$ cat src/rtl/mont_decode_pkg.sv
// Field constants and types shared by the Montgomery exit converter and its QPMM core.
// Modulus 239, Montgomery radix R = 2^10; MOD_X2/MOD_X4 are the pre-shifted moduli used by reduction.
package mont_decode_pkg;

    localparam int unsigned bit_width       = 8;
    localparam int unsigned Mod             = 239;
    localparam int unsigned M_TILDE         = Mod;
    localparam int unsigned R_BITS          = 10;
    localparam int unsigned RED_STAGES_DEF  = 2;
    localparam int unsigned LAT_QPMM        = 2;
    localparam int unsigned LAT_MONT_DECODE = LAT_QPMM + RED_STAGES_DEF;
    localparam int unsigned MOD_X2          = Mod << 1;
    localparam int unsigned MOD_X4          = Mod << 2;

    // qpmm_fp_t holds any operand < 1024*M_tilde; uint_Mtilde2_t holds QPMM results < 4*Mod
    localparam int unsigned QPMM_FP_W = bit_width + R_BITS;
    localparam int unsigned MTILDE2_W = bit_width + RED_STAGES_DEF;

    typedef logic [QPMM_FP_W-1:0] qpmm_fp_t;
    typedef logic [MTILDE2_W-1:0] uint_Mtilde2_t;

    function automatic int unsigned mod_shifted(input int unsigned k);
        case (k)
            0:       return Mod;
            1:       return MOD_X2;
            2:       return MOD_X4;
            default: return Mod << k;
        endcase
    endfunction

endpackage

$ cat src/rtl/QPMM_d0.sv
// Pipelined Montgomery multiplier: z = a*b*2^-R_BITS (mod Mod), redundant result.
// Bit-serial REDC split evenly over LAT_QPMM register stages.
module QPMM_d0
    import mont_decode_pkg::*;
(
    input  logic                 clk,
    input  qpmm_fp_t             a,
    input  logic [bit_width-1:0] b,
    output uint_Mtilde2_t        z
);

    localparam int unsigned PW   = QPMM_FP_W + bit_width;
    localparam int unsigned ITER = R_BITS / LAT_QPMM;

    logic [PW-1:0] s1;

    // Each step adds Mod when odd and halves; the sum never exceeds PW+1 bits.
    function automatic logic [PW-1:0] redc_steps(input logic [PW-1:0] v);
        logic [PW:0] t;
        t = {1'b0, v};
        for (int unsigned i = 0; i < ITER; i++) begin
            if (t[0]) t = t + (PW+1)'(Mod);
            t = t >> 1;
        end
        return t[PW-1:0];
    endfunction

    always_ff @(posedge clk) begin
        s1 <= redc_steps(PW'(a) * PW'(b));
        z  <= uint_Mtilde2_t'(redc_steps(s1));
    end

endmodule

$ cat src/rtl/mont_cond_sub.sv
// One registered conditional-subtract stage: y = (x >= Mod<<SHIFT) ? x - (Mod<<SHIFT) : x.
module mont_cond_sub
    import mont_decode_pkg::*;
#(
    parameter int unsigned SHIFT = 0,
    parameter int unsigned XW    = MTILDE2_W
) (
    input  logic          clk,
    input  logic          rstn,
    input  logic [XW-1:0] x,
    output logic [XW-1:0] y
);

    localparam logic [XW:0] SUB = (XW+1)'(mod_shifted(SHIFT));

    logic [XW:0] diff;

    // Top bit of the widened difference is the borrow: set means x < SUB, keep x.
    always_comb diff = {1'b0, x} - SUB;

    always_ff @(posedge clk) begin
        if (!rstn) y <= '0;
        else       y <= diff[XW] ? x : diff[XW-1:0];
    end

endmodule

$ cat src/rtl/mont_decode.sv
// Montgomery-domain exit converter: out_data = in_data * R^-1 mod Mod, fixed latency, tag passthrough.
// Optional sticky range flag under `MONT_DECODE_RANGE_CHECK_EN.
module mont_decode
    import mont_decode_pkg::*;
#(
    parameter int unsigned RED_STAGES = RED_STAGES_DEF,
    parameter int unsigned TAG_W      = 8
) (
    input  logic                 clk,
    input  logic                 rstn,
    input  logic                 in_valid,
    input  qpmm_fp_t             in_data,
    input  logic [TAG_W-1:0]     in_tag,
    output logic                 out_valid,
    output logic [bit_width-1:0] out_data,
    output logic [TAG_W-1:0]     out_tag,
    output logic                 range_err
);

    localparam int unsigned XW  = bit_width + RED_STAGES;
    localparam int unsigned LAT = LAT_QPMM + RED_STAGES;

    uint_Mtilde2_t                  qpmm_z;
    logic [RED_STAGES:0][XW-1:0]    red_x;
    logic [LAT-1:0]                 vld_sr;
    logic [LAT-1:0][TAG_W-1:0]      tag_sr;

    QPMM_d0 u_qpmm (
        .clk (clk),
        .a   (in_data),
        .b   (bit_width'(1)),
        .z   (qpmm_z)
    );

    assign red_x[0] = XW'(qpmm_z);

    // Largest multiple first: stage g removes Mod << (RED_STAGES-1-g).
    for (genvar g = 0; g < RED_STAGES; g++) begin : g_red
        mont_cond_sub #(
            .SHIFT (RED_STAGES - 1 - g),
            .XW    (XW)
        ) u_sub (
            .clk  (clk),
            .rstn (rstn),
            .x    (red_x[g]),
            .y    (red_x[g+1])
        );
    end

    always_ff @(posedge clk) begin
        if (!rstn) begin
            vld_sr <= '0;
            tag_sr <= '0;
        end else begin
            vld_sr <= {vld_sr[LAT-2:0], in_valid};
            tag_sr <= {tag_sr[LAT-2:0], in_tag};
        end
    end

    assign out_valid = vld_sr[LAT-1];
    assign out_tag   = tag_sr[LAT-1];
    assign out_data  = red_x[RED_STAGES][bit_width-1:0];

`ifdef MONT_DECODE_RANGE_CHECK_EN
    logic err_q;

    always_comb range_err = err_q | (out_valid & (red_x[RED_STAGES] >= XW'(Mod)));

    always_ff @(posedge clk) begin
        if (!rstn) err_q <= 1'b0;
        else       err_q <= range_err;
    end
`else
    logic [XW-bit_width-1:0] unused_hi;
    assign unused_hi = red_x[RED_STAGES][XW-1:bit_width];
    assign range_err = 1'b0;
`endif

endmodule

$ cat config.mk
export PLATFORM = sky130hd
export DESIGN_NAME = mont_decode
export DESIGN_NICKNAME = d
export VERILOG_FILES = /design/src/rtl/mont_decode_pkg.sv /design/src/rtl/QPMM_d0.sv /design/src/rtl/mont_cond_sub.sv /design/src/rtl/mont_decode.sv
export SDC_FILE = /design/constraint.sdc
export NUM_CORES = 1
export LEC_CHECK = 0
export ABC_AREA = 1
export CORE_MARGIN = 4
export CORE_UTILIZATION = 52
export DETAILED_ROUTE_END_ITERATION = 10
export GPL_ROUTABILITY_DRIVEN = 1
export PLACE_DENSITY = 0.74
export SYNTH_ARGS = -nofsm -noshare
export SYNTH_HDL_FRONTEND = slang
export SYNTH_SLANG_ARGS = --single-unit
$ cat constraint.sdc
create_clock -name clk -period 2.5 [get_ports clk]
set_input_delay 0.5 -clock clk [delete_from_list [all_inputs] [get_ports clk]]
set_output_delay 0.5 -clock clk [all_outputs]
set_load 0.005 [all_outputs]
; Word level (Yosys, flattened, before mapping)
; Index checks and enable logic that the tools add are counted.
[totals]
reg_bits = 79
input_bits = 29
output_inout_bits = 18
word_cells = 33
[classes]
n_addsub = 12
n_mux = 12
[op_table]
columns = cell, count
row1 = $mux 19, 2
row2 = $add 18x8->19 const B, 1
row3 = $add 19x8->19 const B, 1
row4 = $add 18x8->18 const B, 1
row5 = $mux 18, 1
row6 = $add 17x8->17 const B, 1
row7 = $mux 17, 1
row8 = $add 16x8->16 const B, 1
row9 = $mux 16, 1
row10 = $add 15x8->15 const B, 1
row11 = $mux 15, 1
row12 = $add 14x8->14 const B, 1
row13 = $mux 14, 1
row14 = $add 13x8->13 const B, 1
row15 = $mux 13, 1
row16 = $add 12x8->12 const B, 1
row17 = $mux 12, 1
row18 = $add 11x8->11 const B, 1
row19 = $mux 11, 1
row20 = $sub 10x8->11 const B, 1
row21 = $sub 10x9->11 const B, 1
row22 = $mux 10, 1
row23 = $mux 8, 1

; Logic depth before layout (Yosys ltp)
[depth]
depth_word = 10
ltp_mapped = 26
depth_no_buf = 26

; Cells and area by module
; Synthesis repeated with hierarchy kept, for this count alone.
[hier_totals]
cells_unflattened = 1442
hier_area_um2 = 9384.0
[by_module_without_submodules]
columns = module, n_inst, cells_per_inst, area_per_inst_um2
row1 = QPMM_d0, 1, 1174, 7225.7
row2 = mont_decode, 1, 123, 1107.3
row3 = mont_cond_sub (g_red[1].u_sub), 1, 74, 543.0
row4 = mont_cond_sub (g_red[0].u_sub), 1, 71, 508.0

; Worst setup path after synthesis
; No wires, ideal clock.
[synth_timing]
path_kind = in2reg
startpoint = input in_data[1]
endpoint = register u_qpmm.s1[12]
t_arrival_ns = 2.461
required_ns = 2.388
slack_ns = -0.073
path_stages = 20
n_path_buf = 1
cell_sequence = buf_6 -> nor2_1 -> nand2_1 -> nand2_2 -> nand2_4 -> nand3_2 -> xor2_2 -> inv_1 -> o21ai_1 -> nand2_2 -> nor2_8 -> inv_2 -> nor2_4 -> nand2_2 -> xor2_2 -> nand4_1 -> nor2_4 -> nand2_1 -> nand2_1 -> nand2_1
[synth_between]
elab_chain_cells = 10
[synth_lines]
columns = item, line_no
row1 = "start, declared", mont_decode.sv:12  ; input qpmm_fp_t in_data,
row2 = $add 18x8->19, QPMM_d0.sv:22  ; if (t[0]) t = t + (PW+1)'(Mod);
row3 = $mux 19 *, QPMM_d0.sv:22
row4 = $add 19x8->19, QPMM_d0.sv:22
row5 = $mux 19 *, QPMM_d0.sv:22
row6 = $add 18x8->18, QPMM_d0.sv:22
row7 = $mux 18 *, QPMM_d0.sv:22
row8 = $add 17x8->17, QPMM_d0.sv:22
row9 = $mux 17 *, QPMM_d0.sv:22
row10 = $add 16x8->16, QPMM_d0.sv:22
row11 = $mux 16 *, QPMM_d0.sv:22
row12 = "end signal, assigned", QPMM_d0.sv:29  ; s1 <= redc_steps(PW'(a) * PW'(b));
row13 = "end, declared", QPMM_d0.sv:15  ; logic [PW-1:0] s1;
; Every way passes the cells marked *; elsewhere a longest branch is shown, timed or not.
; A chain may end at the register's enable or synchronous reset.

; Worst setup path in the final report
[layout_timing]
startpoint = input in_data[0]
endpoint = register u_qpmm.s1[10]
; Same word-level chain as after synthesis.

==> metrics.md <==
| Metric | Value |
|---|---|
| Mean Syn Cell Area | around 6.4 um2 |
| Most Crowded Layer GR | met2 |
| Slowest CP cell | xnor2_2 |
| Share of cells above drive strength 1 | between 30% and 40% |
| Crit path kind | in -> reg |
| DIE AREA | 10900 um2 |
| Netlist cell types | 39 |
| Area Growth Syn to Fin | 49.2% |
| DRC viols | 0 |
| Skew-Pair Late Insertion Delay | around 0.36 ns |
| Fin crit share | 107% |
| CP max FO | 7 |
| Effective utilization at floorplan | a little over half |
| Hold/Removal Path Class | reg -> reg |
| Largest net degree at the start of global routing | 20 |
| Area of the multi-input gates | about 3300 um2 |
| Sw Share | between 30% and 40% |
| Clk pwr share | a little over a fifth |
| Top post-synthesis cells by area | dfxtp_1, nand2_1, inv_1 |
| Clock sink total | a little under 80 |
| VDD IR-drop max | roughly 400 uV |
| Critical path arrival | between 2 and 3 ns |
| Core Area | 8890 um2 |
| Biggest cell delay along the critical path | about 0.2 ns |
| CP Capture Type | flip-flop |
| Hold-fix buffers, CTS | 0 |
| Skew final | approximately 0.027 ns |
| Pwr/cell area | about 700 nW/um2 |
| Most common cell in the synthesized netlist | nand2_1 |
| I/O pin count | 47 |
| Failing checks | negative setup slack |
| Vias per std cell | 5.35 |
| Worst-Margin Slew | between 0.5 and 0.6 ns |
| Max-Cap Viols | 0 |
| Global-route wire length before repair | 19600 um |
| Layout fillers | 517 |
| GR Overflow Total | 0 |
| Dpl hpwl | roughly 8000 um |
| Final core utilization | 81.2% |
| Fmax | ~0.37 GHz |
| Leakage | 3.80 nW |
| Num rows | 34 |
| Final setup viols | 8 |
| GRT met1 Usage | 20.9% |
| Post-synth EDFFs | 0 |
| Avg WL per Cell | between 10 and 15 um |
| Synth area leader | dfxtp_1 |
| Sw power | ~2 mW |
| Yosys warns | 0 |
| Leading cell types by count after synthesis | nand2_1, inv_1, dfxtp_1 |
| Cell Int Power | approximately 3 mW |
| Post-synthesis sequential area ratio | around 33% |
| Async SR Flop Fraction | 0% |
| Antenna diodes | 0 |
| Top flip-flop cell by instance count after synthesis | dfxtp_1 |
| Initial antenna violation count | 0 |
| Crit path launch type | primary input |
| Htree depth | 3 |
| Mapped Area | slightly below 5000 um2 |
| Combinational fraction of design power | 45.1% |
| Status | finished, violations left |
| Gp weighted congestion | approximately 0.86 |
| Cell Chain, Critical Path | buf_8, buf_6, buf_4, nand3_1, nand2_2, buf_4, buf_4, xnor2_2, nand3_1, nor2_2, nand3_4, nand3_4, buf_12, xor2_4, o21ai_1, nor2_1, nand2_1, nand2_1, nand2_1 |
| Clock Pin Slew Worst Setup and Hold Paths | 0.11 ns |
| Max_slew headroom | around 66% |
| DR iter-0 viols | ~300 |
| DR vias | approximately 5500 |
| Seq pwr share | 33.3% |
| Hold Vio Cnt, Final | 0 |
| Clock Tree Buf Depth | 2 |
| Area share of the largest cell type after synthesis | between 30% and 40% |
| CP Data Required Time | approximately 2.7 ns |
| Total wire length | roughly 15000 um |
| Min cycle time layout | 2.67 ns |
| Grt met3 use | under 10% |
| Final #Nets | between 900 and 1000 |
| Total CTS buffers | 9 |
| Final max-slew violation count | 0 |
| Worst hold margin | 0.408 ns |
| CTS tree | built |
| Synthesized flop and latch total | 79 |
| # port buffers | between 40 and 50 |
| Met2 usage in global routing | a little over two fifths |
| Clock root buffer | clkbuf_8 |
| Gate count after technology mapping | 751 |
| Die height | ~100 um |
| Sequential cell area | 1590 um2 |
| Overall Global Routing Usage | between 20% and 30% |
| Die X | 104 um |
| Min setup slack post-route | -0.168 ns |
| ANT nets after route | 0 |
| Pre-antenna DRT Iters | 5 |
| RSZ-0062 raised after global routing | true |
| Vias in the first global route | roughly 4900 |
[kinds of logic (layout without fill, tap and decap cells)]
| family | after synthesis | after routing | synth area share [%] |
|---|---|---|---|
| compound gates | 45 | 45 | 4.97 |
| xor+xnor | 24 | 24 | 5.04 |
| fa+ha+maj | 2 | 2 | 0.517 |
| buf+inv | 167 | 328 | 14.0 |
| flops | 79 | 79 | 32.7 |
| other cells | 1 | 2 | 0.0775 |
| simple gates | 433 | 433 | 42.7 |
[per-layer routing]
metal	up-vias	share of wire, %
met1	2543	36
met2	226	54
met3	78	4.4
li1	2614	-
met4	0	5.5
met5	-	0
[path summary, 6_finish.rpt]
check	start	endpoint	slack [ns]	cells after the start
max	in_data[0]	u_qpmm.s1[10]$_DFF_P_	-0.17	19
min	tag_sr[7]$_SDFF_PN0_	tag_sr[15]$_SDFF_PN0_	0.41	2
max reg2reg	u_qpmm.s1[0]$_DFF_P_	u_qpmm.z[9]$_DFF_P_	-0.07	24
min reg2reg	tag_sr[7]$_SDFF_PN0_	tag_sr[15]$_SDFF_PN0_	0.41	2
[state kept, by name, summed over array words and instances (netlist names)]
register	cells
vld_sr	4
out_tag	8
u_qpmm.z	10
tag_sr	24
u_qpmm.s1	15
g_red.u_sub.y	18
[per-stage QoR]
step                setup TNS [ns]  std cells  instance area [um2]  setup WS, ns  power [mW]
floorplan                  -0.0915        752                 4840       -0.0653        2.78
global placement             -5.88        964                 5880        -0.682        3.26
detailed placement           -7.52        964                 5880        -0.949        3.33
CTS                       -0.00637       1002                 6550      -0.00637        4.48
global route                 -2.42       1021                 7220        -0.330        5.27
finish                      -0.680       1021                 7220        -0.168        4.96
[worst max-delay path, delay by kind of cell]
| kind | cells | cell delay [ns] |
|---|---|---|
| compound gates | 1 | 0.10 |
| simple gates | 10 | 1.14 |
| buf+inv | 6 | 0.78 |
| xor+xnor | 2 | 0.39 |
[power by group through the flow]
stage                     sequential, mW  clock [mW]  combinational, mW
after floorplan                     1.64           0               1.14
after global placement              1.66           0               1.60
after detailed placement            1.67           0               1.66
after CTS                           1.64        1.08               1.75
after global routing                1.68        1.14               2.45
final                               1.65        1.07               2.24
[cells in the final DEF, fill, tap and decap left out, types with 9 or more instances in the layout]
cell / synthesis / layout
nor2_4: 5 / 16
inv_2: 15 / 29
buf_6: 2 / 12
a21oi_1: 20 / 17
nand3_2: 5 / 22
xor2_1: 11 / 9
nand4_1: 23 / 23
nand2_4: 4 / 24
dfxtp_1: 79 / 76
nand2_1: 226 / 161
clkbuf_8: 0 / 9
clkdlybuf4s50_1: 0 / 30
nand3_1: 59 / 35
o21ai_0: 15 / 14
buf_4: 9 / 106
nand3_4: 6 / 13
nand2_2: 20 / 64
nor2_2: 4 / 15
nor2_1: 54 / 32
inv_1: 135 / 115
[area by class of cell]
| class | count | area share (%) |
|---|---|---|
| Clock buffer | 10 | 1.77 |
| Timing Repair Buffer | 161 | 18.9 |
| Clock inverter | 6 | 1.28 |
| Tap cell | 108 | 1.87 |
| Sequential cell | 79 | 22.0 |
| Inverter | 151 | 8.09 |
| Multi-Input combinational cell | 506 | 46.0 |
[timing repair]
action	CTS	global route
buffers inserted	24	20
endpoints found under the setup margin	14	13
gates resized for setup	121	161
pin swaps	71	97
hold endpoints to repair	0	0
Power figures use the tool's default switching activity.
